==> config.mk <==
export PLATFORM = sky130hd
export DESIGN_NAME = pio_in_debounce_irq_flat
export DESIGN_NICKNAME = d
export VERILOG_FILES = /design/src/rtl/pio_in_debounce_irq_if.sv /design/src/rtl/pio_in_debounce_irq.sv /design/src/flat_wrapper.sv
export SDC_FILE = /design/constraint.sdc
export NUM_CORES = 1
export LEC_CHECK = 0
export CORE_ASPECT_RATIO = 0.7
export CORE_MARGIN = 3
export CORE_UTILIZATION = 30
export DETAILED_ROUTE_END_ITERATION = 6
export PLACE_DENSITY = 0.52
export SYNTH_ARGS = -nofsm -noshare
export SYNTH_HDL_FRONTEND = slang
export SYNTH_SLANG_ARGS = --single-unit
==> constraint.sdc <==
create_clock -name clk -period 7.7 [get_ports clk]
set_clock_uncertainty 0.15 [all_clocks]
set_input_delay 2.31 -clock clk [delete_from_list [all_inputs] [get_ports clk]]
set_output_delay 2.31 -clock clk [all_outputs]
set_load 0.03 [all_outputs]
==> src/rtl/pio_in_debounce_irq_if.sv <==
// pio_in_debounce_irq_if: word-addressed Avalon-MM slave bus of the input PIO
interface pio_in_debounce_irq_if;
  logic [1:0]  address;
  logic        read;
  logic        write;
  logic [31:0] writedata;
  logic [31:0] readdata;
  modport master (output address, read, write, writedata, input readdata);
  modport slave  (input address, read, write, writedata, output readdata);
endinterface

==> src/rtl/pio_in_debounce_irq.sv <==
// pio_in_debounce_irq: debounced Avalon-MM input PIO with edge capture and level irq
module pio_in_debounce_irq #(
  parameter int WIDTH           = 4,
  parameter int DEBOUNCE_CYCLES = 50000,
  parameter int SYNC_STAGES     = 2
) (
  input  logic                  clk,
  input  logic                  reset,
  pio_in_debounce_irq_if.slave  bus,
  input  logic [WIDTH-1:0]      in_port,
  output logic                  irq
);
  localparam int CW = $clog2(DEBOUNCE_CYCLES + 1);
  localparam logic [CW-1:0] LAST = CW'(DEBOUNCE_CYCLES - 1);
  logic [SYNC_STAGES-1:0][WIDTH-1:0] sync_q;
  logic [WIDTH-1:0][CW-1:0] cnt_q, cnt_d;
  logic [WIDTH-1:0] s, commit, set, clr;
  logic [WIDTH-1:0] deb_q, deb_d, mask_q, mask_d, edgecap_q, edgecap_d;
  logic [1:0] mode_q, mode_d;
  logic [31:0] readdata_q, readdata_d, rd_mux;
  logic wr_mode, wr_mask, wr_ecap;
  assign s = sync_q[SYNC_STAGES-1];
  // any sample equal to deb restarts the count, so only a full stable run commits
  always_comb begin
    for (int i = 0; i < WIDTH; i++) begin
      commit[i] = s[i] != deb_q[i] && cnt_q[i] == LAST;
      cnt_d[i]  = (s[i] == deb_q[i] || commit[i]) ? '0 : cnt_q[i] + CW'(1);
    end
  end
  assign wr_mode   = bus.write && bus.address == 2'd1;
  assign wr_mask   = bus.write && bus.address == 2'd2;
  assign wr_ecap   = bus.write && bus.address == 2'd3;
  assign deb_d     = deb_q ^ commit;
  assign set       = commit & ((s & {WIDTH{mode_q[0]}}) | (~s & {WIDTH{mode_q[1]}}));
  assign clr       = wr_ecap ? bus.writedata[WIDTH-1:0] : '0;
  assign edgecap_d = (edgecap_q & ~clr) | set;
  assign mode_d    = wr_mode ? bus.writedata[1:0] : mode_q;
  assign mask_d    = wr_mask ? bus.writedata[WIDTH-1:0] : mask_q;
  assign rd_mux    = bus.address == 2'd0 ? 32'(deb_q) :
                     bus.address == 2'd1 ? 32'(mode_q) :
                     bus.address == 2'd2 ? 32'(mask_q) : 32'(edgecap_q);
  assign readdata_d   = bus.read ? rd_mux : readdata_q;
  assign bus.readdata = readdata_q;
  assign irq          = |(edgecap_q & mask_q);
  always_ff @(posedge clk or posedge reset) begin
    if (reset) begin
      sync_q     <= '0;
      cnt_q      <= '0;
      deb_q      <= '0;
      mode_q     <= '0;
      mask_q     <= '0;
      edgecap_q  <= '0;
      readdata_q <= '0;
    end else begin
      sync_q     <= {sync_q[SYNC_STAGES-2:0], in_port};
      cnt_q      <= cnt_d;
      deb_q      <= deb_d;
      mode_q     <= mode_d;
      mask_q     <= mask_d;
      edgecap_q  <= edgecap_d;
      readdata_q <= readdata_d;
    end
  end
endmodule
==> src/flat_wrapper.sv <==
// flat-port wrapper written by rule: the top's interface ports become plain ports
module pio_in_debounce_irq_flat 
#(
  parameter int WIDTH           = 4,
  parameter int DEBOUNCE_CYCLES = 50000,
  parameter int SYNC_STAGES     = 2
)
  (clk, reset, in_port, irq, bus_address, bus_read, bus_write, bus_writedata, bus_readdata);
  pio_in_debounce_irq_if bus_i ();
  input  logic clk;
  input  logic reset;
  input  logic [WIDTH-1:0] in_port;
  output logic irq;
  input wire logic [$bits(bus_i.address)-1:0] bus_address;
  input wire logic [$bits(bus_i.read)-1:0] bus_read;
  input wire logic [$bits(bus_i.write)-1:0] bus_write;
  input wire logic [$bits(bus_i.writedata)-1:0] bus_writedata;
  output wire logic [$bits(bus_i.readdata)-1:0] bus_readdata;
  assign bus_i.address = bus_address;
  assign bus_i.read = bus_read;
  assign bus_i.write = bus_write;
  assign bus_i.writedata = bus_writedata;
  assign bus_readdata = bus_i.readdata;
  pio_in_debounce_irq #(.WIDTH(WIDTH), .DEBOUNCE_CYCLES(DEBOUNCE_CYCLES), .SYNC_STAGES(SYNC_STAGES)) u_core (.clk(clk), .reset(reset), .bus(bus_i), .in_port(in_port), .irq(irq));
endmodule
==> impl_metrics.yaml <==
place:
  preCtsSetupSlack_ns: 3.56
  portBuffers: 18
  place_congestion: 0.792
  dpl.cell_count: 638
  placed_area_um2: 4750
  hpwlAfterDp_um: 5930
synth:
  synth.area.top_cells: "dfrtp_1 50%, xnor2_1 9.4%, nor2_1 6.8%, buf_4 4.7%, mux2_2 3.0%"
  synth_commonest_cells: "90 x dfrtp_1, 81 x nor2_1, 48 x xnor2_1"
  synth.cell_area_um2: 4480
  syn_area_per_cell_um2: 10.3
  yosysSeqAreaShare_pct: 50.3
  async_reset_ff_share_pct: 100
  synth_top_area_cell: "dfrtp_1"
  synthFlopType: "dfrtp_1"
  synth_edf_count: 0
  syn-instance-count: 437
  netlist.area_leader.share_pct: 50.3
  ys_seq_elements: 90
  synth_cell_type_count: 36
  yosysMostFrequentCell: "dfrtp_1"
  ys_warn_count: 0
setup_path:
  path_class: "register to output pin"
  cp_data_arrival_time_ns: 1.64
  r2r_end: "u_core.cnt_q[25]$_DFF_PP0_"
  reg2reg_depth: 4
  worstPathRequired_ns: 5.24
  worst-path-max-fanout: 3
  start_kind: "register"
  crit_path_end_kind: "output pin"
  worstReg2RegStart: "u_core.cnt_q[16]$_DFF_PP0_"
  ff2ff_setup_slack_ns: 5.49
global_route:
  grt_pass1_wl_um: 14500
  grt_overflow: 0
  grt_pass1_vias: 2912
  grtUsageTotal_pct: 10.7
  antenna_found_initial: 0
  grt_start_max_net_pins: 57
clocking:
  insertion_delay_ns: 0.33
  cts_sinks: 90
  cts_resized: 0
  clkSlewWorstSetupHoldPaths_ns: 0.06
  cts_tree: "done"
  post_cts_buffers: 0
  cts-root-buf: "clkbuf_16"
  htree_levels: 3
  cts_buffers: 9
  postCtsHoldBufs: 0
  clock_path_buffers: 2
cells_and_area:
  layout-drive-gt1-share_pct: 7.78
  fin_area_um2: 5060
  syn_to_final_growth_pct: 13.0
  fill_cells: 1422
  fin_cells: 653
  antennaDiodeCount: 0
  nets: 505
power_and_ir_drop:
  worst_ir_drop_vdd_mv: 0.126
  pwr_density_cell_nw_per_um2: 206
  power_leakage_nw: 2.05
timing:
  max-slew-margin-rel_pct: 24.9
  fin_crit_ns: 4.10
  tightest_slew_ns: 1.12
  fmax_mhz: 244
  hold_viol: 0
  rsz0062_at_grt: "false"
  whs_ns: 0.195
  tns_ns: 0
  finalCritPeriodShare_pct: 53.2
  setup_violations: 0
  layout_setup_ws_ns: 3.60
  drv_slew: 0
detailed_routing:
  num_vias: 2991
  drt_iter0_drc: 190
  vias_per_cell: 4.58
  dr.pass1.iters: 4
  wirelength_um: 8330
  wl_per_cell_um: 12.8
  drtAntennaViolNets: 0
  drc_errors: 0
flow_run:
  max_cap_viol_count: 0
floorplanning:
  rows: 36
  design.die.area_um2: 16500
  coreArea_um2: 14300
  start_util_pct: 31.4
  chipWidth_um: 152
  die_h_um: 108
  ios: 75
hold_path:
  min_path_type: "register to register"
  min_from: "u_core.sync_q[1]$_DFF_PP0_"
  hold_end: "u_core.s[1]$_DFF_PP0_"
  holdPathStages: 0
outcome:
  outcome: "finished, final reports clean"
## worst max-delay path: stages (launching register included)
cell and delay, ns:
dfrtp_1 0.41, a22oi_1 0.20, nand2_1 0.10, clkdlybuf4s50_1 0.60
## worst max-delay path by stage
stage,slack (ns),start,to,cells past startpoint
floorplan,2.90,reset,async pin,1
global placement,3.57,bus_address[0],u_core.bus.readdata[0]$_DFFE_PP0P_,3
detailed placement,3.56,bus_address[0],u_core.bus.readdata[0]$_DFFE_PP0P_,3
CTS,3.57,u_core.edgecap_q[1]$_DFF_PP0_,irq,3
global route,3.52,u_core.edgecap_q[2]$_DFF_PP0_,irq,3
finish,3.60,u_core.edgecap_q[1]$_DFF_PP0_,irq,3
## cells by family (layout without fill, tap and decap cells)
logic type / after synthesis / after routing / synth area share [%]
simple gates: 196 / 196 / 21.4
flops: 90 / 90 / 50.3
xor+xnor: 58 / 58 / 11.3
buf+inv: 52 / 51 / 7.12
compound gates: 20 / 20 / 4.27
mux: 16 / 16 / 4.47
fa+ha+maj: 4 / 4 / 1.12
other cells: 1 / 28 / 0.0837
## where the power goes
part,switching (mW),internal [mW],leakage (nW)
clock,0.172,0.281,0.151
combinational,0.0553,0.0304,0.686
sequential,0.0155,0.490,1.21
## layout by cell type (no fill, tap or decap), drive strengths merged
cell and count:
inv 16, ha 4, nor4bb 2, xnor2 48
a31oi 2, and3 2, mux2i 2, conb 28
or4 1, xor2 10, or3 3, o41ai 3
a22oi 3, o31ai 1, nand4 18, a22o 3
nand2 23, nor4 17, bufinv 2, nand3 21
nand3b 7, o21ai 5, buf 1, nor4b 3
nor2b 2, nor2 81, clkbuf 9, mux2 12
mux4 2, clkinv 4, clkinvlp 1, dfrtp 90
clkdlybuf4s50 18, nor3 16, a21oi 3
## per-stage QoR
stage                     util, %  power (mW)
after global routing         35.5        1.09
after CTS                    35.5        1.06
final                        35.5        1.04
after floorplan                 -       0.584
after global placement       33.3       0.599
after detailed placement     33.3       0.601
## area by class of cell
| type | count | area [um^2] | share of cell area [%] |
|---|---|---|---|
| clock buffer | 9 | 225 | 4.45 |
| clock inverter | 6 | 82.6 | 1.63 |
| inverter | 17 | 65.1 | 1.29 |
| multi-input combinational | 322 | 2010 | 39.7 |
| sequential | 90 | 2250 | 44.5 |
| tap | 190 | 238 | 4.70 |
| timing repair buffer | 19 | 188 | 3.71 |
## metal layers
layer	track usage, %	vias to the layer above	routed length (um)
li1	-	1483	-
met1	15.6	1457	4570
met2	15.8	43	3390
met3	3.04	8	306
met4	2.31	0	65
met5	0	-	0
## state kept, by name (all words and copies together) (netlist names), named ones only
register / flops
u_core.mode_q: 2
u_core.cnt_q: 64
u_core.edgecap_q: 4
u_core.sync_q: 4
u_core.mask_q: 4
u_core.bus.readdata: 4
u_core.s: 4
No activity file was read; power rests on OpenSTA's default activity.
